## src/rtl/aes_shift_rows_pipe.sv

```systemverilog
// Registered ShiftRows / InvShiftRows stage for Rijndael (Nb = 4, 6, 8) with a
// 2-entry output/skid buffer. Direction is chosen per block by in_inv.
//
//   state   | meaning
//   EMPTY   | output register empty, out_valid low
//   ONE     | output register holds a block, skid empty
//   FULL    | output and skid registers both hold blocks, in_ready low
module aes_shift_rows_pipe #(
  parameter int NB    = 4,
  parameter int TAG_W = 4
) (
  input  logic              clk,
  input  logic              rst_n,
  input  logic              in_valid,
  output logic              in_ready,
  input  logic [32*NB-1:0]  in_data,
  input  logic              in_inv,
  input  logic [TAG_W-1:0]  in_tag,
  output logic              out_valid,
  input  logic              out_ready,
  output logic [32*NB-1:0]  out_data,
  output logic [TAG_W-1:0]  out_tag
);

  localparam int W = 32 * NB;

  if (!(NB == 4 || NB == 6 || NB == 8)) begin : g_bad_nb
    $error("aes_shift_rows_pipe: NB must be 4, 6 or 8");
  end
  if (TAG_W < 1) begin : g_bad_tag
    $error("aes_shift_rows_pipe: TAG_W must be at least 1");
  end

  typedef enum logic [1:0] {S_EMPTY, S_ONE, S_FULL} state_e;

  state_e             state_q, state_d;
  logic               in_ready_q;
  logic [W-1:0]       or_data_q, or_data_d, sk_data_q, sk_data_d;
  logic [TAG_W-1:0]   or_tag_q, or_tag_d, sk_tag_q, sk_tag_d;
  logic [W-1:0]       shifted;
  logic               acc, rel;

  function automatic int row_off(input int r);
    if (r == 0)              return 0;
    else if (NB == 8 && r >= 2) return r + 1;
    else                     return r;
  endfunction

  // Both directions are built with constant byte selects; in_inv only steers a mux.
  always_comb begin
    shifted = '0;
    for (int c = 0; c < NB; c++) begin
      for (int r = 0; r < 4; r++) begin
        shifted[W-1-8*(4*c+r) -: 8] = in_inv
          ? in_data[W-1-8*(4*((c + NB - row_off(r)) % NB)+r) -: 8]
          : in_data[W-1-8*(4*((c + row_off(r)) % NB)+r) -: 8];
      end
    end
  end

  assign acc = in_valid && in_ready_q;
  assign rel = (state_q != S_EMPTY) && out_ready;

  always_ff @(posedge clk or negedge rst_n) begin
    if (!rst_n) begin
      state_q    <= S_EMPTY;
      in_ready_q <= 1'b0;
      or_data_q  <= '0;
      or_tag_q   <= '0;
      sk_data_q  <= '0;
      sk_tag_q   <= '0;
    end else begin
      state_q    <= state_d;
      in_ready_q <= (state_d != S_FULL);
      or_data_q  <= or_data_d;
      or_tag_q   <= or_tag_d;
      sk_data_q  <= sk_data_d;
      sk_tag_q   <= sk_tag_d;
    end
  end

  always_comb begin
    state_d   = state_q;
    or_data_d = or_data_q;
    or_tag_d  = or_tag_q;
    sk_data_d = sk_data_q;
    sk_tag_d  = sk_tag_q;
    unique case (state_q)
      S_EMPTY: begin
        if (acc) begin
          or_data_d = shifted;
          or_tag_d  = in_tag;
          state_d   = S_ONE;
        end
      end
      S_ONE: begin
        if (acc && rel) begin
          or_data_d = shifted;
          or_tag_d  = in_tag;
        end else if (acc) begin
          sk_data_d = shifted;
          sk_tag_d  = in_tag;
          state_d   = S_FULL;
        end else if (rel) begin
          state_d   = S_EMPTY;
        end
      end
      S_FULL: begin
        if (rel) begin
          or_data_d = sk_data_q;
          or_tag_d  = sk_tag_q;
          state_d   = S_ONE;
        end
      end
      default: state_d = S_EMPTY;
    endcase
  end

  always_comb begin
    out_valid = (state_q != S_EMPTY);
    in_ready  = in_ready_q;
    out_data  = or_data_q;
    out_tag   = or_tag_q;
  end

endmodule

```

## config.mk

```make
export PLATFORM = sky130hd
export DESIGN_NAME = aes_shift_rows_pipe
export DESIGN_NICKNAME = d
export VERILOG_FILES = /design/src/rtl/aes_shift_rows_pipe.sv
export SDC_FILE = /design/constraint.sdc
export NUM_CORES = 1
export LEC_CHECK = 0
export BUFFER_PORTS_ARGS = -buffer_cell sky130_fd_sc_hd__buf_4
export CAP_MARGIN = 20
export CORE_ASPECT_RATIO = 2
export CORE_MARGIN = 3
export CORE_UTILIZATION = 50
export CTS_CLUSTER_SIZE = 20
export DETAILED_ROUTE_END_ITERATION = 8
export PLACE_DENSITY = 0.74
export SLEW_MARGIN = 15
export SYNTH_ARGS = -nofsm -noshare
export SYNTH_HDL_FRONTEND = slang
export SYNTH_SLANG_ARGS = --single-unit
```

## constraint.sdc

```tcl
create_clock -name clk -period 2.6 [get_ports clk]
set_input_delay 0.39 -clock clk [delete_from_list [all_inputs] [get_ports clk]]
set_output_delay 0.39 -clock clk [all_outputs]
set_load 0.1 [all_outputs]
```

# Word level (Yosys, flattened, before mapping)
# Index checks and enable logic that the tools add are counted.
[totals] out_inout_bits=134 register_bits=267 word_cells=43
[op_classes] bitwise=1 reduce_logical=8 n_eq_ne=6 n_mux=22
[op_table] operator="$mux W128" count=3
[op_table] operator="$pmux W128 S3" count=1
[op_table] operator="$mux W8" count=8
[op_table] operator="$mux W4" count=3
[op_table] operator="$pmux W4 S3" count=1
[op_table] operator="$mux W2" count=5
[op_table] operator="$ne A2 B2 Y1 const B" count=4
[op_table] operator="$pmux W2 S3" count=1
[op_table] operator="$reduce_and A4 Y1" count=1
[op_table] operator="$logic_and A1 B1 Y1" count=3
[op_table] operator="$reduce_and A3 Y1" count=1
[op_table] operator="$reduce_bool A3 Y1" count=1
[op_table] operator="$eq A2 B1 Y1 const B" count=1
[op_table] operator="$eq A2 B2 Y1 const B" count=1
[op_table] operator="$logic_not A2 Y1" count=1
[op_table] operator="$reduce_bool A2 Y1" count=1
[op_table] operator="$not A1 Y1" count=1

# Longest topological paths before layout
[depth] word_depth=7 depth_mapped=7 ltp_nobuf=3

# Least setup slack after synthesis
# Ideal clock, no wire load.
[synth_timing] kind="flip-flop to flip-flop" start="reg in_ready_q, in the netlist in_ready" end="reg or_data_q[120], in the netlist out_data[120]" path_stages_with_launch=6 path_buffers=2 slack_ns=0.159 period_less_slack_ns=2.441 setup_ns=0.125 arrival_time_ns=2.316 cell_sequence="dfrtp_1 > nand2_1 > o31ai_4 > buf_2 > buf_4 > mux2_2"
[synth_via] elab_chain_len=4 word_cells_on_any_way=5 classes_between="eq/ne (2); reduce/logical (3)"
[synth_rtl] item="from (decl)" line="37" text="logic in_ready_q;"
[synth_rtl] item="from (signal assigned)" line="74" text="in_ready_q <= (state_d != S_FULL);"
[synth_rtl] item="$logic_and A1 B1 Y1 *" line="61" text="assign acc = in_valid && in_ready_q;"
[synth_rtl] item="$logic_and A1 B1 Y1" line="97" text="if (acc && rel) begin"
[synth_rtl] item="$ne A2 B2 Y1 (no line)"
[synth_rtl] item="$reduce_and A4 Y1 (no line) *"
[synth_rtl] item="to (signal assigned)" line="75" text="or_data_q <= or_data_d;"
[synth_rtl] item="to (decl)" line="38" text="logic [W-1:0] or_data_q, or_data_d, sk_data_q, sk_data_d;"
# Mark *: on every way between the ends. The rest lies on a longest branch, timed or not.
# A chain may end at the register's enable or synchronous reset.

# Worst setup path in the final report
[layout_timing] start="reg state_q[1]" end="reg or_data_q[14], in the netlist out_data[14]"
[layout_via] elab_chain_len=5 word_cells_on_any_way=12 classes_between="eq/ne (5); mux (1); reduce/logical (6)"
[layout_rtl] item="from (decl)" line="36" text="state_e state_q, state_d;"
[layout_rtl] item="from (signal assigned)" line="73" text="state_q <= state_d;"
[layout_rtl] item="$reduce_bool A2 Y1" line="62" text="assign rel = (state_q != S_EMPTY) && out_ready;"
[layout_rtl] item="$logic_and A1 B1 Y1" line="62"
[layout_rtl] item="$logic_and A1 B1 Y1" line="97"
[layout_rtl] item="$ne A2 B2 Y1 (no line)"
[layout_rtl] item="$reduce_and A4 Y1 (no line)"
# Several ways; a longest one is shown, not always the timed one.

==> results.ini <==
[status]
outcome=completed

[worst_setup_path]
critPathBufInv=1
cp.arrival_ns=2.47
crit_path_end_kind=flop
reg2reg_setup_slack_ns=0.54
critPathMaxFanout=30
worst-endpoint-required_ns=3.01
reg2reg_from=state_q[1]
reg2reg_to=out_data[14]
path_common_cell=sky130_fd_sc_hd__mux2_2
cp_top_family=multiplexers
critical_path_class=flop to flop
reg2regPathDepth=4
crit_path_cell_trace=nor2b_4, buf_4, mux2_2, mux2_2
setup.worst_path.start=state_q[1]
crit_path_end=out_data[14]
crit_path_max_incr_delay_ns=0.61
critical_path_cell_count=4
slowest_stage=sky130_fd_sc_hd__dfrtp_1
setup.worst_path.start_class=flop

[synth]
ys_dominant_reg_cell=sky130_fd_sc_hd__dfrtp_1
syn_inst=793
async_reset_ff_share_pct=100
synth_nets=930
ys_warn_count=0
synth.avg_cell_area_um2=15.5
netlist_area_um2=12300
synthTopCellsByArea=sky130_fd_sc_hd__dfrtp_1, sky130_fd_sc_hd__mux2_2, sky130_fd_sc_hd__mux2_1, sky130_fd_sc_hd__buf_2, sky130_fd_sc_hd__buf_6
yosysTopAreaCellShare_pct=54.2
netlist.top_cell.by_area=sky130_fd_sc_hd__dfrtp_1
synth.most_common_cell=sky130_fd_sc_hd__mux2_2
sequential_to_total_area_share_from_yosys_stat_pct=54.2
number_of_flops_mapped_to_enable_cells_by_yosys=0
synth-seq-cells=267
synth.lib_cells_used.distinct=22
leading_post_synthesis_cells_by_instance_count=sky130_fd_sc_hd__mux2_2, sky130_fd_sc_hd__dfrtp_1, sky130_fd_sc_hd__mux2_1

[floorplanning]
floorplan.initialDensity_pct=51.3
floorplan.die_area_um2=26700
placement_rows=80
die_height_um=228
boundaryPins=271
floorplan.core_area_um2=24000
floorplan.die.width_um=117

[clock_tree]
htree_levels=1
clkLatencyLatePin_ns=0.53
root_buffer=sky130_fd_sc_hd__clkbuf_16
cts.path.max_buffers=3
cts.repair.resized=0
tritoncts=built
cts_hold_buffers=1
post-cts-setup-buffers=0
cts.sink_count=267
cts_inserted_buffers=24
clkSlewWorstSetupHoldPaths_ns=0.07

[detailed_routing]
drt_iter0_drc=251
drt-total-wl_um=27500
vias=7387
final_antenna_net_count=0
drt-wirelength-per-cell_um=20.2
firstDrtPassIters=4
routed_via_density=5.43
drc_errors=0

[timing]
period_needed_ns=2.06
layout_setup_ws_ns=0.540
clock.fmax_mhz=486
skew_ns=0.0122
slew_violations=0
setup_repair_after_global_routing_missed_its_margin=false
hold_ws_ns=0.0849
timing_worst_slew_pin_value_ns=0.568
tns_ns=0
setup-violations-final=0
maxSlewHeadroom_pct=62.1
final.period_utilization_pct=79.2
final-hold-violation-count=0

[layout]
finish.net_count=1190
final-instance-count-excl-fill=1360
drive_gt1_share_pct=65.2
areaGrowthSynthToFinish_pct=26.1
fillCellCount=1845

[global_routing]
grt.total_usage_pct=20.4
first_pass_grt_wire_length_um=42500
antenna_found_initial=3
grt_overflow=0
grt_pass1_vias=7946
grt_max_degree=75

[flow_run]
maxCapViolations=0

[placed_design]
gp_congestion=0.773
port_buffers=270
placed_cells_incl_taps=1313
hpwlAfterDp_um=18900
place_ws_ns=0.541

[min_path]
hold_class=primary input to flop

cell usage in the layout, fill, tap and decap left out, drive strengths merged, types with 2 or more instances in the layout:
cell / n
nand2: 2
clkbuf: 34
dfrtp: 267
bufinv: 4
mux2: 460
diode: 3
clkinv: 5
buf: 284
sequential cells by signal (all words and copies together) (netlist names):
| name | flops |
|---|---|
| out_tag | 4 |
| out_data | 128 |
| in_ready | 1 |
| state_q | 2 |
| sk_tag_q | 4 |
| sk_data_q | 128 |
worst min-delay path by stage:
stage	from	endpoint	slack, ns	depth (start not counted)
floorplan	rst_n	in_ready	0.09	0
global placement	rst_n	out_data[126]	0.37	1
detailed placement	rst_n	out_data[126]	0.38	1
CTS	in_data[24]	sk_data_q[24]	0.07	2
global route	in_data[24]	sk_data_q[24]	0.07	2
finish	in_data[31]	sk_data_q[31]	0.08	2
cell type report:
| class | count | area (um^2) | share of cell area [%] |
|---|---|---|---|
| Timing Repair Buffer | 285 | 2290 | 14.7 |
| Inverter | 1 | 3.75 | 0.0242 |
| Antenna cell | 3 | 7.51 | 0.0483 |
| Clock inverter | 9 | 145 | 0.934 |
| Clock buffer | 34 | 739 | 4.76 |
| Sequential cell | 267 | 6680 | 43.0 |
| Tap cell | 287 | 359 | 2.31 |
| Multi-Input combinational cell | 474 | 5320 | 34.2 |
metal layers:
| layer | global-route usage, % | part of all wire, % | vias to the layer above |
|---|---|---|---|
| met4 | 7.39 | 2.5 | 0 |
| met5 | 0 | 0 | - |
| li1 | - | - | 3391 |
| met3 | 3.61 | 4.8 | 36 |
| met2 | 38.2 | 56 | 184 |
| met1 | 22.1 | 36 | 3776 |
metrics by stage:
step / area, um^2 / util (%)
2_1_floorplan: 12300 / -
3_3_place_gp: 14600 / 60.9
3_5_place_dp: 14600 / 60.9
4_1_cts: 15500 / 64.7
5_1_grt: 15500 / 64.7
6_report: 15500 / 64.7
kinds of logic (layout without fill, tap and decap cells):
logic type	Yosys count	in the layout	synth area share, %
buffers and inverters	52	329	2.85
other	0	3	0
muxes	461	461	42.1
and+or+nand+nor	9	9	0.508
DFF	267	267	54.2
AOI/OAI and AO/OA	4	4	0.345
Power is left out: the tool's default activity adds up to more than one toggle a clock period on the data nets, which glitch-free logic cannot reach.
